$ cat config.mk
export PLATFORM = sky130hd
export DESIGN_NAME = vdp_port_writer
export DESIGN_NICKNAME = d
export VERILOG_FILES = /design/src/rtl/vdp_port_writer.sv
export SDC_FILE = /design/constraint.sdc
export NUM_CORES = 1
export LEC_CHECK = 0
export ABC_AREA = 0
export CAP_MARGIN = 20
export CELL_PAD_IN_SITES_DETAIL_PLACEMENT = 0
export CELL_PAD_IN_SITES_GLOBAL_PLACEMENT = 1
export CORE_UTILIZATION = 35
export DETAILED_ROUTE_END_ITERATION = 16
export PLACE_DENSITY = 0.91
export SLEW_MARGIN = 10
export SYNTH_ARGS = -nofsm -noshare
export SYNTH_HDL_FRONTEND = slang
export SYNTH_SLANG_ARGS = --single-unit
export TNS_END_PERCENT = 5
$ cat constraint.sdc
create_clock -name clk -period 2.43 [get_ports clk]
set_input_delay 0.243 -clock clk [delete_from_list [all_inputs] [get_ports clk]]
set_output_delay 0.243 -clock clk [all_outputs]
set_load 0.005 [all_outputs]
$ cat src/rtl/vdp_port_writer.sv
// Drives the VDP control (0xBF) and data (0xBE) ports from a command interface.
// Each write uses one clk_en slot. An optional idle gap can follow each write.
module vdp_port_writer #(
  parameter int C_GAP      = 0,
  parameter int C_LEN_BITS = 14
) (
  input  logic                  clk,
  input  logic                  reset_n,
  input  logic                  clk_en,
  input  logic                  cmd_valid,
  output logic                  cmd_ready,
  input  logic [1:0]            cmd_op,
  input  logic [3:0]            cmd_reg,
  input  logic [13:0]           cmd_addr,
  input  logic [7:0]            cmd_data,
  input  logic [C_LEN_BITS-1:0] cmd_len,
  input  logic                  data_valid,
  input  logic [7:0]            data_in,
  output logic                  data_ready,
  output logic [7:0]            io_addr,
  output logic [7:0]            io_data,
  output logic                  io_wr,
  output logic                  busy,
  output logic                  done
);

  typedef enum logic [2:0] {S_IDLE, S_CTRL0, S_CTRL1, S_DATA, S_GAP} state_t;

  localparam logic [1:0] OP_SETREG  = 2'd0;
  localparam logic [1:0] OP_SETADDR = 2'd1;
  localparam logic [1:0] OP_STREAM  = 2'd3;
  localparam logic [7:0] PORT_CTRL  = 8'hBF;
  localparam logic [7:0] PORT_DATA  = 8'hBE;
  localparam logic [3:0] GAP_N      = 4'(C_GAP);
  localparam logic [C_LEN_BITS-1:0] LEN_ONE = 1;

  state_t                state_q, state_d, ret_q, ret_d, adv_to;
  logic [1:0]            op_q, op_d;
  logic [3:0]            reg_q, reg_d;
  logic [13:0]           addr_q, addr_d;
  logic [7:0]            data_q, data_d;
  logic [C_LEN_BITS-1:0] cnt_q, cnt_d;
  logic [3:0]            gap_q, gap_d;
  logic [7:0]            io_addr_q, io_addr_d;
  logic [7:0]            io_data_q, io_data_d;
  logic                  done_q, done_d;
  logic                  wr, adv, is_stream;

  assign is_stream = (op_q == OP_STREAM);

  always_comb begin
    state_d   = state_q;
    ret_d     = ret_q;
    op_d      = op_q;
    reg_d     = reg_q;
    addr_d    = addr_q;
    data_d    = data_q;
    cnt_d     = cnt_q;
    gap_d     = gap_q;
    io_addr_d = io_addr_q;
    io_data_d = io_data_q;
    done_d    = 1'b0;
    wr        = 1'b0;
    adv       = 1'b0;
    adv_to    = S_IDLE;

    case (state_q)
      S_IDLE: begin
        if (cmd_valid) begin
          op_d      = cmd_op;
          reg_d     = cmd_reg;
          addr_d    = cmd_addr;
          data_d    = cmd_data;
          cnt_d     = cmd_len;
          state_d   = S_CTRL0;
          io_addr_d = PORT_CTRL;
          io_data_d = (cmd_op == OP_SETREG) ? cmd_data : cmd_addr[7:0];
        end
      end
      S_CTRL0: begin
        if (clk_en) begin
          wr        = 1'b1;
          adv       = 1'b1;
          adv_to    = S_CTRL1;
          io_addr_d = PORT_CTRL;
          io_data_d = (op_q == OP_SETREG) ? {4'b1000, reg_q} : {2'b01, addr_q[13:8]};
        end
      end
      S_CTRL1: begin
        if (clk_en) begin
          wr = 1'b1;
          if (op_q == OP_SETREG || op_q == OP_SETADDR || cnt_q == '0) begin
            state_d = S_IDLE;
            done_d  = 1'b1;
          end else begin
            adv       = 1'b1;
            adv_to    = S_DATA;
            io_addr_d = PORT_DATA;
            io_data_d = data_q;
          end
        end
      end
      S_DATA: begin
        // A stream slot without a byte is skipped and leaves the count alone.
        if (clk_en && (!is_stream || data_valid)) begin
          wr    = 1'b1;
          cnt_d = cnt_q - LEN_ONE;
          if (cnt_q == LEN_ONE) begin
            state_d = S_IDLE;
            done_d  = 1'b1;
          end else begin
            adv    = 1'b1;
            adv_to = S_DATA;
          end
        end
      end
      S_GAP: begin
        if (clk_en) begin
          gap_d = gap_q - 4'd1;
          if (gap_q <= 4'd1) begin
            state_d = ret_q;
          end
        end
      end
      default: state_d = S_IDLE;
    endcase

    if (adv) begin
      if (C_GAP > 0) begin
        state_d = S_GAP;
        ret_d   = adv_to;
        gap_d   = GAP_N;
      end else begin
        state_d = adv_to;
      end
    end
  end

  always_ff @(posedge clk) begin
    if (!reset_n) begin
      state_q   <= S_IDLE;
      ret_q     <= S_IDLE;
      op_q      <= 2'd0;
      reg_q     <= 4'd0;
      addr_q    <= 14'd0;
      data_q    <= 8'd0;
      cnt_q     <= '0;
      gap_q     <= 4'd0;
      io_addr_q <= 8'd0;
      io_data_q <= 8'd0;
      done_q    <= 1'b0;
    end else begin
      state_q   <= state_d;
      ret_q     <= ret_d;
      op_q      <= op_d;
      reg_q     <= reg_d;
      addr_q    <= addr_d;
      data_q    <= data_d;
      cnt_q     <= cnt_d;
      gap_q     <= gap_d;
      io_addr_q <= io_addr_d;
      io_data_q <= io_data_d;
      done_q    <= done_d;
    end
  end

  // Stream bytes go straight through so io_data matches data_in on the strobe.
  assign io_data    = (state_q == S_DATA && is_stream) ? data_in : io_data_q;
  assign io_addr    = io_addr_q;
  assign io_wr      = wr && reset_n;
  assign data_ready = wr && reset_n && (state_q == S_DATA) && is_stream;
  assign busy       = (state_q != S_IDLE);
  assign cmd_ready  = (state_q == S_IDLE);
  assign done       = done_q;

endmodule

==> flow_summary_export.csv <==
group,metric,value,unit
outcome,run_status,"complete, but fails checks",
outcome,failed_checks,"DRC",
synth,yosysUniqueCellTypes,53,
setup_path,critPathMaxStageDelay,550,ps
drt,vias,2797,
place,post-place-ws,250,ps
grt,top_usage_layer,"met2",
clock_tree,cts_hold_buf,0,
synth,seq_area_frac_synth,33.8,%
sta,fin_tns_setup,0,ps
setup_path,r2r-end,"io_data_q[6]",
floorplan,core,0.00773,mm²
clock_tree,htree_levels,2,
pwr,combPwrFrac,47.4,%
setup_path,cp_cell_sequence,"ha_2 -> buf_6 -> and3_4 -> a21oi_1 -> nor4_1 -> clkdlybuf4s50_1",
drt,drc,1,
grt,grt_use_met2,28.2,%
place,gp_congestion,0.809,
pwr,internal_power,2010,µW
sta,relSlewSlack,57.0,%
synth,synth_flop_cell,"dfxtp_1",
sta,fmaxAchievable,427,MHz
setup_path,r2r_slack,230,ps
floorplan,ios,76,
setup_path,critPathLaunchType,"flip-flop",
synth,yosys_warnings,0,
clock_tree,tritoncts,"done",
final_layout,multi_input_area,0.00169,mm²
drt,drt-initial-drc-count,138,
final_layout,final_cells,524,
synth,async_flop_share,0,%
clock_tree,postCtsSetupBuffers,0,
clock_tree,clk_pin_slew,100,ps
synth,netlist_top_cells_area,"dfxtp_1 34%, a21oi_1 8.3%, nand2_1 7.9%, mux2_2 5.3%, ha_1 3.6%",
place,dp_hpwl,5.53,mm
sta,finalHoldViolations,0,
grt,globalRouteTotalUtil,18.2,%
sta,worstMarginPinSlew,644,ps
grt,grt_start_max_net_pins,39,
final_layout,final_util,48.3,%
synth,synth_fp_nets,422,
synth,synth.cell_area,0.00279,mm²
pwr,powerDensity,880,mW/mm²
sta,finalSetupViolCount,0,
synth,syn_inst,359,
sta,worst_clock_skew,16.6,ps
setup_path,cp-startpoint,"state_q[0]",
pwr,power.switching,1270,µW
setup_path,crit_arrival,2100,ps
setup_path,critPathSlowestCell,"clkdlybuf4s50_1",
hold_path,min_from,"addr_q[9]",
sta,setup_ws,89.7,ps
final_layout,drive_gt1_share,9.95,%
pwr,p_leak,0.00138,µW
sta,period_share,96.3,%
grt,grt_pass1_vias,2500,
final_layout,layout.nets,484,
setup_path,required,2190,ps
setup_path,rr_startpoint,"state_q[0]",
pwr,irDropWorstVdd,0.295,mV
clock_tree,root_buffer,"clkbuf_8",
grt,antenna_found_initial,0,
clock_tree,numCtsBuffers,5,
synth,ys_seq_elements,47,
clock_tree,postCtsResizedCells,2,
synth,synth-edff-count,0,
setup_path,cp_max_fo,16,
drt,drt-total-wl,7.56,mm
floorplan,start_util,36.1,%
drt,first_pass_iters,10,
hold_path,hold_class,"flip-flop to flip-flop",
synth,synth.avg_cell_area,7.77,µm²
setup_path,worstSetupPathType,"flip-flop to primary output",
final_layout,fillerInstances,743,
sta,rsz0062_at_grt,"false",
final_layout,seqCellArea,941,µm²
floorplan,rows,32,
grt,use_met1,25.5,%
final_layout,syn2layout_area_growth,33.8,%
clock_tree,clock_sinks,47,
sta,slew_viol_final,0,
drt,avgViaCountPerCell,5.34,
setup_path,cp-end-kind,"primary output",
place,place_inst,516,
drt,ant_nets,0,
grt,grt_pass1_wl,12.2,mm
pwr,power_frac_seq,34.3,%
drt,wl_per_cell,14.4,µm
synth,yosysTopAreaCellShare,33.8,%
setup_path,endpoint,"data_ready",
pwr,switching_share,38.7,%
floorplan,die_w,91.2,µm
final_layout,n_antenna_cell,0,
pwr,clockPowerShare,18.3,%
clock_tree,clk_latency,310,ps
clock_tree,cts_buffer_depth,2,
job,maxCapViolations,0,
grt,met3_usage,3.18,%
place,portBuffers,74,
grt,overflow,0,
floorplan,fp.dieArea,0.00833,mm²
setup_path,reg2reg_depth,7,
synth,yosysTopAreaCell,"dfxtp_1",
floorplan,chipHeight,91.2,µm
sta,period_minus_slack,2340,ps
[state kept, by name, indices dropped and copies added, names as in the netlist]
| register | flops |
|---|---|
| cnt_q | 14 |
| data_q | 8 |
| io_data_q | 8 |
| addr_q | 6 |
| reg_q | 4 |
| io_addr | 2 |
| op_q | 2 |
| state_q | 2 |
| done | 1 |
[critical path: cells and delay by family, from the launching register on]
family,cells,cell delay [ps]
adders and majority gates,1,250
buffers and inverters,2,730
AOI/OAI and AO/OA,1,50
DFF,1,370
and+or+nand+nor,2,390
[final cells by class]
type / instances / share of cell area, %
sequential: 47 / 25.2
clock inverter: 3 / 1.24
clock buffer: 5 / 1.84
inverter: 8 / 0.805
tap: 102 / 3.42
multi-input combinational: 274 / 45.3
timing repair buffer: 85 / 22.2
[routing by layer]
layer | vias to the layer above | wire, µm | part of all wire (%)
met2 | 87 | 3490 | 46
li1 | 1413 | - | -
met5 | - | 0 | 0
met4 | 0 | 121 | 1.6
met3 | 11 | 356 | 4.7
met1 | 1286 | 3590 | 48
[power groups by stage]
stage	Sequential [µW]	Combinational, µW	Clock [µW]
detailed placement	1140	1530	0
finish	1130	1560	600
floorplan	1080	1040	0
global placement	1130	1510	0
global route	1150	1720	638
CTS	1120	1550	616
[cells in the final DEF (no fill, tap or decap), types with 4 or more instances in the layout]
master / count
clkdlybuf4s50_1: 74
nand2_1: 59
dfxtp_1: 47
a21oi_1: 46
nor2_1: 21
mux2_2: 13
o21ai_0: 11
nand3_1: 10
buf_4: 10
nor3_1: 8
a211oi_1: 7
nor2b_1: 7
a221oi_1: 6
a211o_1: 6
ha_1: 6
inv_1: 5
o21a_1: 5
nand4_1: 5
or3_1: 5
mux2i_1: 5
clkbuf_8: 5
nor4_1: 4
[through the flow]
step | total power (µW) | cell area (µm²) | hold slack (ps)
after floorplan | 2120 | 2790 | 361
after global placement | 2640 | 3600 | 442
after detailed placement | 2670 | 3600 | 448
after CTS | 3290 | 3720 | 463
after global routing | 3510 | 3730 | 467
final | 3280 | 3730 | 460
[synth_stat cells, drive strengths merged (6+ instances only)]
cell type / n
a211o: 6
nor3: 10
ha: 8
nor2: 22
buf: 13
nor2b: 7
mux2: 13
nand2: 59
a211oi: 7
o21ai: 13
dfxtp: 47
a21oi: 46
nand3: 12
clkbuf: 17
inv: 6
a221oi: 6
[cells by family (layout without fill, tap and decap cells)]
| group | Yosys count | count (layout) | share of synthesized area, % |
|---|---|---|---|
| AOI/OAI and AO/OA | 105 | 105 | 23.9 |
| adders and majority gates | 8 | 8 | 3.59 |
| and+or+nand+nor | 142 | 142 | 25.4 |
| muxes | 18 | 18 | 7.05 |
| other | 1 | 1 | 0.135 |
| DFF | 47 | 47 | 33.8 |
| buffers and inverters | 38 | 101 | 6.15 |
[worst min-delay path by stage]
| stage | to | slack [ps] | cells past startpoint |
|---|---|---|---|
| 2_1_floorplan | state_q[0] | 360 | 1 |
| 3_3_place_gp | reg_q[1] | 440 | 2 |
| 3_5_place_dp | addr_q[9] | 450 | 2 |
| 4_1_cts | addr_q[9] | 460 | 2 |
| 5_1_grt | reg_q[1] | 470 | 3 |
| 6_report | addr_q[9] | 460 | 2 |
Note: power is estimated with default switching activity, not from simulation.
